$ cat src/rtl/arbitro_pkg.sv
`default_nettype none
// +--------------------------------------------------------------------------+
// | arbitro_pkg : shared types and defaults for the two-requester mux arbiter |
// | Revision   : 1.0                                                          |
// +--------------------------------------------------------------------------+
package arbitro_pkg;

  localparam int C_DATA_W   = 8;
  localparam int C_MAX_HOLD = 15;

  typedef enum logic [1:0] {
    IDLE = 2'd0,
    OWN0 = 2'd1,
    OWN1 = 2'd2
  } arb_state_t;

endpackage
`default_nettype wire

$ cat src/rtl/contador_hold.sv
`default_nettype none
// +--------------------------------------------------------------------------+
// | contador_hold : saturating up-counter with clear, enable and at_max       |
// | Revision      : 1.0                                                       |
// +--------------------------------------------------------------------------+
module contador_hold #(
  parameter int MAX_VAL = 15,
  parameter int WIDTH   = (MAX_VAL < 1) ? 1 : $clog2(MAX_VAL + 1)
) (
  input  logic clk,
  input  logic rst_n,
  input  logic clear,
  input  logic enable,
  output logic at_max
);

  logic [WIDTH-1:0] r_count;

  assign at_max = (r_count == WIDTH'(MAX_VAL));

  // Clear wins over enable so a grant edge always restarts the count.
  always_ff @(posedge clk or negedge rst_n) begin
    if (!rst_n) begin
      r_count <= '0;
    end else if (clear) begin
      r_count <= '0;
    end else if (enable && !at_max) begin
      r_count <= r_count + 1'b1;
    end
  end

endmodule
`default_nettype wire

$ cat src/rtl/mux2x1_mfd.sv
`default_nettype none
// +--------------------------------------------------------------------------+
// | mux2x1_mfd : single-bit 2:1 multiplexer                                   |
// | Revision   : 1.0                                                          |
// +--------------------------------------------------------------------------+
module mux2x1_mfd (
  input  logic i0,
  input  logic i1,
  input  logic S,
  output logic Y
);

  assign Y = S ? i1 : i0;

endmodule
`default_nettype wire

$ cat src/rtl/arbitro_mux2x1.sv
`default_nettype none
// +--------------------------------------------------------------------------+
// | arbitro_mux2x1 : round-robin arbiter owning a registered 2:1 data mux     |
// | Revision       : 1.0                                                      |
// +--------------------------------------------------------------------------+
module arbitro_mux2x1
  import arbitro_pkg::*;
#(
  parameter int DATA_W   = C_DATA_W,
  parameter int MAX_HOLD = C_MAX_HOLD
) (
  input  logic              clk,
  input  logic              rst_n,
  input  logic [1:0]        req,
  input  logic [1:0]        done,
  input  logic [DATA_W-1:0] i0,
  input  logic [DATA_W-1:0] i1,
  output logic [1:0]        gnt,
  output logic              S,
  output logic [DATA_W-1:0] Y,
  output logic              valid_out,
  output logic              busy
);

  arb_state_t        r_state;
  arb_state_t        w_next;
  logic              r_last;
  logic [1:0]        r_gnt;
  logic              r_s;
  logic [DATA_W-1:0] r_y;
  logic              r_valid;
  logic              r_busy;
  logic              w_grant;
  logic              w_owning;
  logic              w_at_max;
  logic [DATA_W-1:0] w_mux;

  assign w_owning = (r_state != IDLE);

  always_comb begin
    w_next = r_state;
    case (r_state)
      IDLE: begin
        if (req == 2'b11) begin
          w_next = r_last ? OWN0 : OWN1;
        end else if (req[0]) begin
          w_next = OWN0;
        end else if (req[1]) begin
          w_next = OWN1;
        end
      end
      OWN0: begin
        if (done[0] || !req[0] || (w_at_max && req[1])) begin
          w_next = req[1] ? OWN1 : IDLE;
        end
      end
      OWN1: begin
        if (done[1] || !req[1] || (w_at_max && req[0])) begin
          w_next = req[0] ? OWN0 : IDLE;
        end
      end
      default: w_next = IDLE;
    endcase
  end

  // A grant is any edge that lands in an owner state different from today's.
  assign w_grant = (w_next != IDLE) && (w_next != r_state);

  always_ff @(posedge clk or negedge rst_n) begin
    if (!rst_n) begin
      r_state <= IDLE;
      r_last  <= 1'b1;
      r_gnt   <= 2'b00;
      r_s     <= 1'b0;
      r_y     <= '0;
      r_valid <= 1'b0;
      r_busy  <= 1'b0;
    end else begin
      r_state <= w_next;
      r_gnt   <= {w_next == OWN1, w_next == OWN0};
      r_busy  <= (w_next != IDLE);
      if (w_grant) begin
        r_s    <= (w_next == OWN1);
        r_last <= (w_next == OWN1);
      end
      if (w_owning) begin
        r_y <= w_mux;
      end
      // On a hand-off Y still carries the previous owner's data, so not valid.
      r_valid <= w_owning && (w_next == r_state);
    end
  end

  contador_hold #(
    .MAX_VAL (MAX_HOLD)
  ) u_hold (
    .clk    (clk),
    .rst_n  (rst_n),
    .clear  (w_grant),
    .enable (w_owning),
    .at_max (w_at_max)
  );

  generate
    for (genvar b = 0; b < DATA_W; b++) begin : g_mux
      mux2x1_mfd u_mux (
        .i0 (i0[b]),
        .i1 (i1[b]),
        .S  (r_s),
        .Y  (w_mux[b])
      );
    end
  endgenerate

  assign gnt       = r_gnt;
  assign S         = r_s;
  assign Y         = r_y;
  assign valid_out = r_valid;
  assign busy      = r_busy;

endmodule
`default_nettype wire

$ cat config.mk
export PLATFORM = sky130hd
export DESIGN_NAME = arbitro_mux2x1
export DESIGN_NICKNAME = d
export VERILOG_FILES = /design/src/rtl/arbitro_pkg.sv /design/src/rtl/contador_hold.sv /design/src/rtl/mux2x1_mfd.sv /design/src/rtl/arbitro_mux2x1.sv
export SDC_FILE = /design/constraint.sdc
export NUM_CORES = 1
export LEC_CHECK = 0
export BUFFER_PORTS_ARGS = -buffer_cell sky130_fd_sc_hd__buf_2
export CORE_MARGIN = 3
export CORE_UTILIZATION = 40
export CTS_CLUSTER_DIAMETER = 30
export DETAILED_ROUTE_END_ITERATION = 16
export PLACE_DENSITY = 0.75
export RECOVER_POWER = 50
export SLEW_MARGIN = 20
export SYNTH_ARGS = -nofsm -noshare
export SYNTH_HDL_FRONTEND = slang
export SYNTH_HIERARCHICAL = 1
export SYNTH_SLANG_ARGS = --single-unit
$ cat constraint.sdc
create_clock -name clk -period 2.3 [get_ports clk]
set_input_delay 0.23 -clock clk [delete_from_list [all_inputs] [get_ports clk]]
set_output_delay 0.23 -clock clk [all_outputs]
set_load 0.03 [all_outputs]
Yosys cells after proc, flatten, opt, wreduce, memory -nomap -nowiden
Index checks and enable logic that the tools add are counted.
- bits in registers: 20
- output and inout bits: 13
- word-level logic and storage cells: 52
- bits of input ports: 22
- add/sub/neg operators: 1
- reductions and logical operators: 16
- multiplexer cells: 19
- equality and inequality tests: 8
- operators with widths (operator ; number):
    2-bit 2-to-1 mux ; 7
    1-bit 2-to-1 mux ; 9
    4-bit 2-to-1 mux ; 2
    2-bit == test (second input constant) ; 3
    2-bit one-hot mux with 3 select lines ; 1
    2-bit nonzero test ; 3
    1-bit logical AND ; 5
    4-bit by 1-bit adder with 4-bit output (second input constant) ; 1
    2-bit by 1-bit == test with 1-bit output (second input constant) ; 2
    4-bit == test (second input constant) ; 1
    1-bit logical OR ; 4
    1-bit zero test ; 3
    2-bit == test ; 1
    2-bit zero test ; 1
    2-bit != test ; 1

Depth between registers and ports, before layout
- word-level depth: 8
- gate-level depth with buffers: 7
- gate-level depth less buffers: 7

Cells and area by module
The synthesis kept the hierarchy.
- by module, submodules not included (module ; times used ; cells an instance ; seq. area each (um^2) ; area an instance (um^2)):
    arbitro_mux2x1 ; 1 ; 51 ; 401.6 ; 655.6
    contador_hold ; 1 ; 20 ; 100.1 ; 229.0
    mux2x1_mfd ; 8 ; 1 ; 0.0 ; 15.0

Worst setup path after synthesis
OpenSTA, ideal clock, no wires.
- path kind: reg2reg
- start: register u_hold.r_count[0]
- end: register u_hold.r_count[1]
- slack: 0.433 ns
- period minus slack after synthesis: 1.867 ns
- cell stages (with the launch flop): 8
- data required time: 2.221 ns
- arrival: 1.787 ns
- buffers on the path: 0
- library setup time: 0.079 ns
- path through: dfrtp_1 > ha_1 > and3_4 > or3b_1 > a32oi_2 > nand2_1 > nand2b_1 > mux2i_1
- longest elaborated chain between the ends: 8
- elaborated cells on any way between the ends: 17
- those cells by class: add/sub (1); eq/ne (2); mux (5); reduce/logical (9)
- RTL lines (what ; RTL line ; source):
    start: declaration ; contador_hold.sv:17 ; logic [WIDTH-1:0] r_count;
    start signal: assignment ; contador_hold.sv:28 ; r_count <= r_count + 1'b1;
    4-bit == test * ; contador_hold.sv:19 ; assign at_max = (r_count == WIDTH'(MAX_VAL));
    named net w_at_max ; arbitro_mux2x1.sv:35 ; logic w_at_max;
    1-bit logical AND, on equally long branches ; arbitro_mux2x1.sv:58, arbitro_mux2x1.sv:53 ;
    1-bit logical OR, on equally long branches ; arbitro_mux2x1.sv:58, arbitro_mux2x1.sv:53 ;
    2-bit 2-to-1 mux, on equally long branches ; arbitro_mux2x1.sv:58, arbitro_mux2x1.sv:53 ;
    2-bit one-hot mux with 3 select lines * ; arbitro_mux2x1.sv:42 ; case (r_state)
    2-bit != test / 2-bit nonzero test (equally long branches) ; arbitro_mux2x1.sv:67 ; assign w_grant = (w_next != IDLE) && (w_next != r_state);
    1-bit logical AND * ; arbitro_mux2x1.sv:67 ;
    named net w_grant ; arbitro_mux2x1.sv:33 ; logic w_grant;
    4-bit 2-to-1 mux / 2-bit nonzero test (equally long branches) ; - ;
The timed path passes the listed nets; every way through them passes the cells marked *. The select of a mux whose other input is x is not followed.
A chain may end at the register's enable or synchronous reset.

Worst setup path after layout
Same ends and word-level chain as after synthesis.

==> metrics.md <==
| Metric | Value |
|---|---|
| Sequential element share of the synthesized area | between 40% and 50% |
| Skew-Pair Late Insertion Delay | 290 ps |
| Worst vdd rail ir drop | roughly 0.75 mV |
| Worst min-delay path category | input port to register |
| CP Buf/Inv Count | 0 |
| Core Box Area | about 0.0023 mm^2 |
| Final slew viol count | 0 |
| Fillers | about 190 |
| Die Ht | 56.12 um |
| DRT Pass-1 Iters | 4 |
| Synth unique cells | 30 |
| FF+latch area | about 500 um^2 |
| Hpwl dp | 1536 um |
| Power per standard cell area | 1350 mW/mm^2 |
| TritonCTS clock tree | built |
| Post-layout instance area | between 0.001 and 0.0015 mm^2 |
| Synth Register Bits | 20 |
| IO Pins | 35 |
| Total gr overflow | 0 |
| Largest net degree at the start of global routing | 21 |
| Synth-to-layout area growth | 25.16% |
| Yosys warning total | 6 |
| WL per Instance | between 10 and 15 um |
| HP Start | done[1] |
| Fmax | 474.1 MHz |
| Multi-input logic area | slightly below 500 um^2 |
| Largest stage delay, worst path | approximately 420 ps |
| Share of cells above drive strength 1 | 46.22% |
| Startpoint Class | register |
| Root Buffer | clkbuf_4 |
| CTS max path bufs | 2 |
| Die Area | 0.003149 mm^2 |
| Die Width | ~56 um |
| Area of the mapped netlist | 0.001005 mm^2 |
| Initial antenna violation count | 0 |
| Cells after Synth | between 70 and 80 |
| Post-layout nets | approximately 140 |
| Tot GR Track Use | 12.57% |
| Final WL | 1950 um |
| Setup violators final | 0 |
| # DRC | 0 |
| CP top delay family | simple AND/OR/NAND/NOR gates |
| First-pass GRT wire length | about 3200 um |
| Setup TNS | 0 ps |
| Slowest CP cell | dfrtp_1 |
| Starting density of the core | 43.74% |
| Ordered list of cells on the worst path | ha_1, and3_4, or3b_1, a32oi_2, nand2_1, nand2b_1, mux2i_1 |
| Final core occ | between 50% and 60% |
| Vias in the first global route | 750 |
| Clock Skews | approximately 5.0 ps |
| Worst Path Arrival | around 2300 ps |
| Reg clk slew, reported paths | 110 ps |
| WP data required | approximately 2500 ps |
| Max_slew headroom | approximately a third |
| DRT iter0 DRCs | 17 |
| Maxcap violations | 0 |
| Ant diodes | 0 |
| Unrepaired setup endpoints after global routing | false |
| Worst hold margin | about 270 ps |
| Syn nets | between 100 and 150 |
| Fin crit period | 2109 ps |
| Row cnt | 17 |
| Avg Cell Area, Syn | approximately 13 um^2 |
| Hold Vio Cnt, Final | 0 |
| Crit. Startpoint | u_hold/r_count[0]$_DFFE_PN0P_ |
| Slew @ Worst Pin | about 1000 ps |
| Fin crit share | about 90% |
| Post-route ant nets | 0 |
| DP Area | approximately 0.0012 mm^2 |
| Routability cong. | roughly 0.85 |
| Leak | approximately 0.64 nW |
| Kind of critical path | register to register |
| # H-tree levels | 1 |
| Tot Pwr | 1.698 mW |
| Reg-to-reg startpoint | u_hold/r_count[0]$_DFFE_PN0P_ |
| Status | completed |
| Worst setup EP type | register |
| Via count | 741 |
| TritonCTS Buffers | 3 |
| Worst Path Max Fanout | 6 |
| Clk sinks | 20 |
| I/O Buffers | 34 |
| Routed vias/inst | roughly 5 |
[flip-flops by register name, indices dropped and copies added, names as in the netlist]
name	count
r_last	1
S	1
busy	1
valid_out	1
u_hold/r_count	4
r_state	2
gnt	2
Y	8
[layer usage]
layer / up-vias / part of all wire [%] / track usage (%)
met5: - / 0 / 0
met4: 0 / 0 / 4.068
met3: 0 / 8.5 / 3.712
met2: 30 / 51 / 21.54
met1: 347 / 41 / 14.96
li1: 364 / - / -
[cell usage in the layout (no fill, tap or decap)]
cell type      instances
a211o_1                1
a21oi_1                2
a32o_1                 1
a32oi_2                1
and3_4                 1
and3b_1                1
and4b_2                1
buf_2                 27
buf_4                  2
clkbuf_1               7
clkbuf_4               3
clkbuf_8               1
dfrtp_1               19
dfstp_2                1
dlygate4sd3_1          1
ha_1                   1
inv_1                  4
mux2_2                 8
mux2_4                 9
mux2i_1                1
nand2_1                8
nand2b_1               2
nand3b_1               2
nand4_1                2
nor2_1                 2
nor2b_1                1
nor2b_4                1
nor3_1                 1
nor4bb_1               1
o2111ai_1              1
o21ai_0                1
o21ai_1                2
or2_0                  1
or2b_1                 1
or3b_1                 1
[final timing paths]
path	endpoint	slack, ps	cells past startpoint
worst max register to register	u_hold/r_count[1]$_DFFE_PN0P_	190	7
max in group asynchronous	Y[2]$_DFFE_PN0P_	1070	2
worst min register to register	r_last$_DFFE_PN1P_	490	2
worst min-delay path	gnt[1]$_DFF_PN0_	270	4
min in group asynchronous	Y[3]$_DFFE_PN0P_	620	2
worst max-delay path	u_hold/r_count[1]$_DFFE_PN0P_	190	7
[worst register-to-register path, stage by stage, from the launching register on]
cell and delay (ps):
dfrtp_1 420, ha_1 230, and3_4 180, or3b_1 400, a32oi_2 280, nand2_1 200, nand2b_1 200, mux2i_1 130
[per-stage QoR]
step	cells	worst slack, ps
global placement	142	379.3
detailed placement	142	242.8
global route	147	74.76
CTS	147	208.7
finish	147	190.8
floorplan	79	433.4
[synthesized netlist by cell type]
library cell  instances  area (um^2)
dfrtp_1              19        475.5
mux2_4                9        135.1
mux2_2                8        90.09
nand2_1               8        30.03
inv_1                 4        15.01
a21oi_1               2        10.01
nand2b_1              2        12.51
nand3b_1              2        15.01
nand4_1               2        12.51
nor2_1                2        7.510
o21ai_1               2        10.01
a211o_1               1        8.760
a32o_1                1        10.01
a32oi_2               1        16.27
and3_4                1        11.26
and3b_1               1        8.760
and4b_2               1        11.26
buf_2                 1        5.000
dfstp_2               1        26.28
ha_1                  1        12.51
mux2i_1               1        10.01
nor2b_1               1        6.260
nor2b_4               1        13.76
nor3_1                1        5.000
nor4bb_1              1        10.01
o2111ai_1             1        8.760
o21ai_0               1        5.000
or2_0                 1        6.260
or2b_1                1        7.510
or3b_1                1        8.760
[cell families (layout without fill, tap and decap cells)]
kind of cell	Yosys count	count (layout)	synth area share, %
buffers and inverters	5	45	1.992
adder cells (fa/ha/maj)	1	1	1.245
AND/OR/NAND/NOR	26	26	16.56
multiplexers	18	18	23.41
AO/OA/AOI/OAI	9	9	6.850
flip-flops	20	20	49.94
[layout make-up]
class | count | area share, %
multi-input cells | 54 | 38.41
flip-flops and latches | 20 | 39.90
clock buffers | 4 | 2.886
well taps | 28 | 2.786
repair buffers | 37 | 14.83
inverters | 4 | 1.194
[where the power goes]
part           leakage (nW)  total [mW]  internal [mW]  switching, mW
clock network        0.0210       0.198         0.0963          0.102
registers             0.245       0.628          0.510          0.118
logic                 0.371       0.872          0.388          0.484
total                 0.637        1.70          0.995          0.703
[repair_timing]
action,4_1_cts,5_1_grt
endpoints found under the hold margin,19,0
hold buffers,1,0
setup buffers,0,0
resized for setup,0,0
No activity file was read; power rests on OpenSTA's default activity.
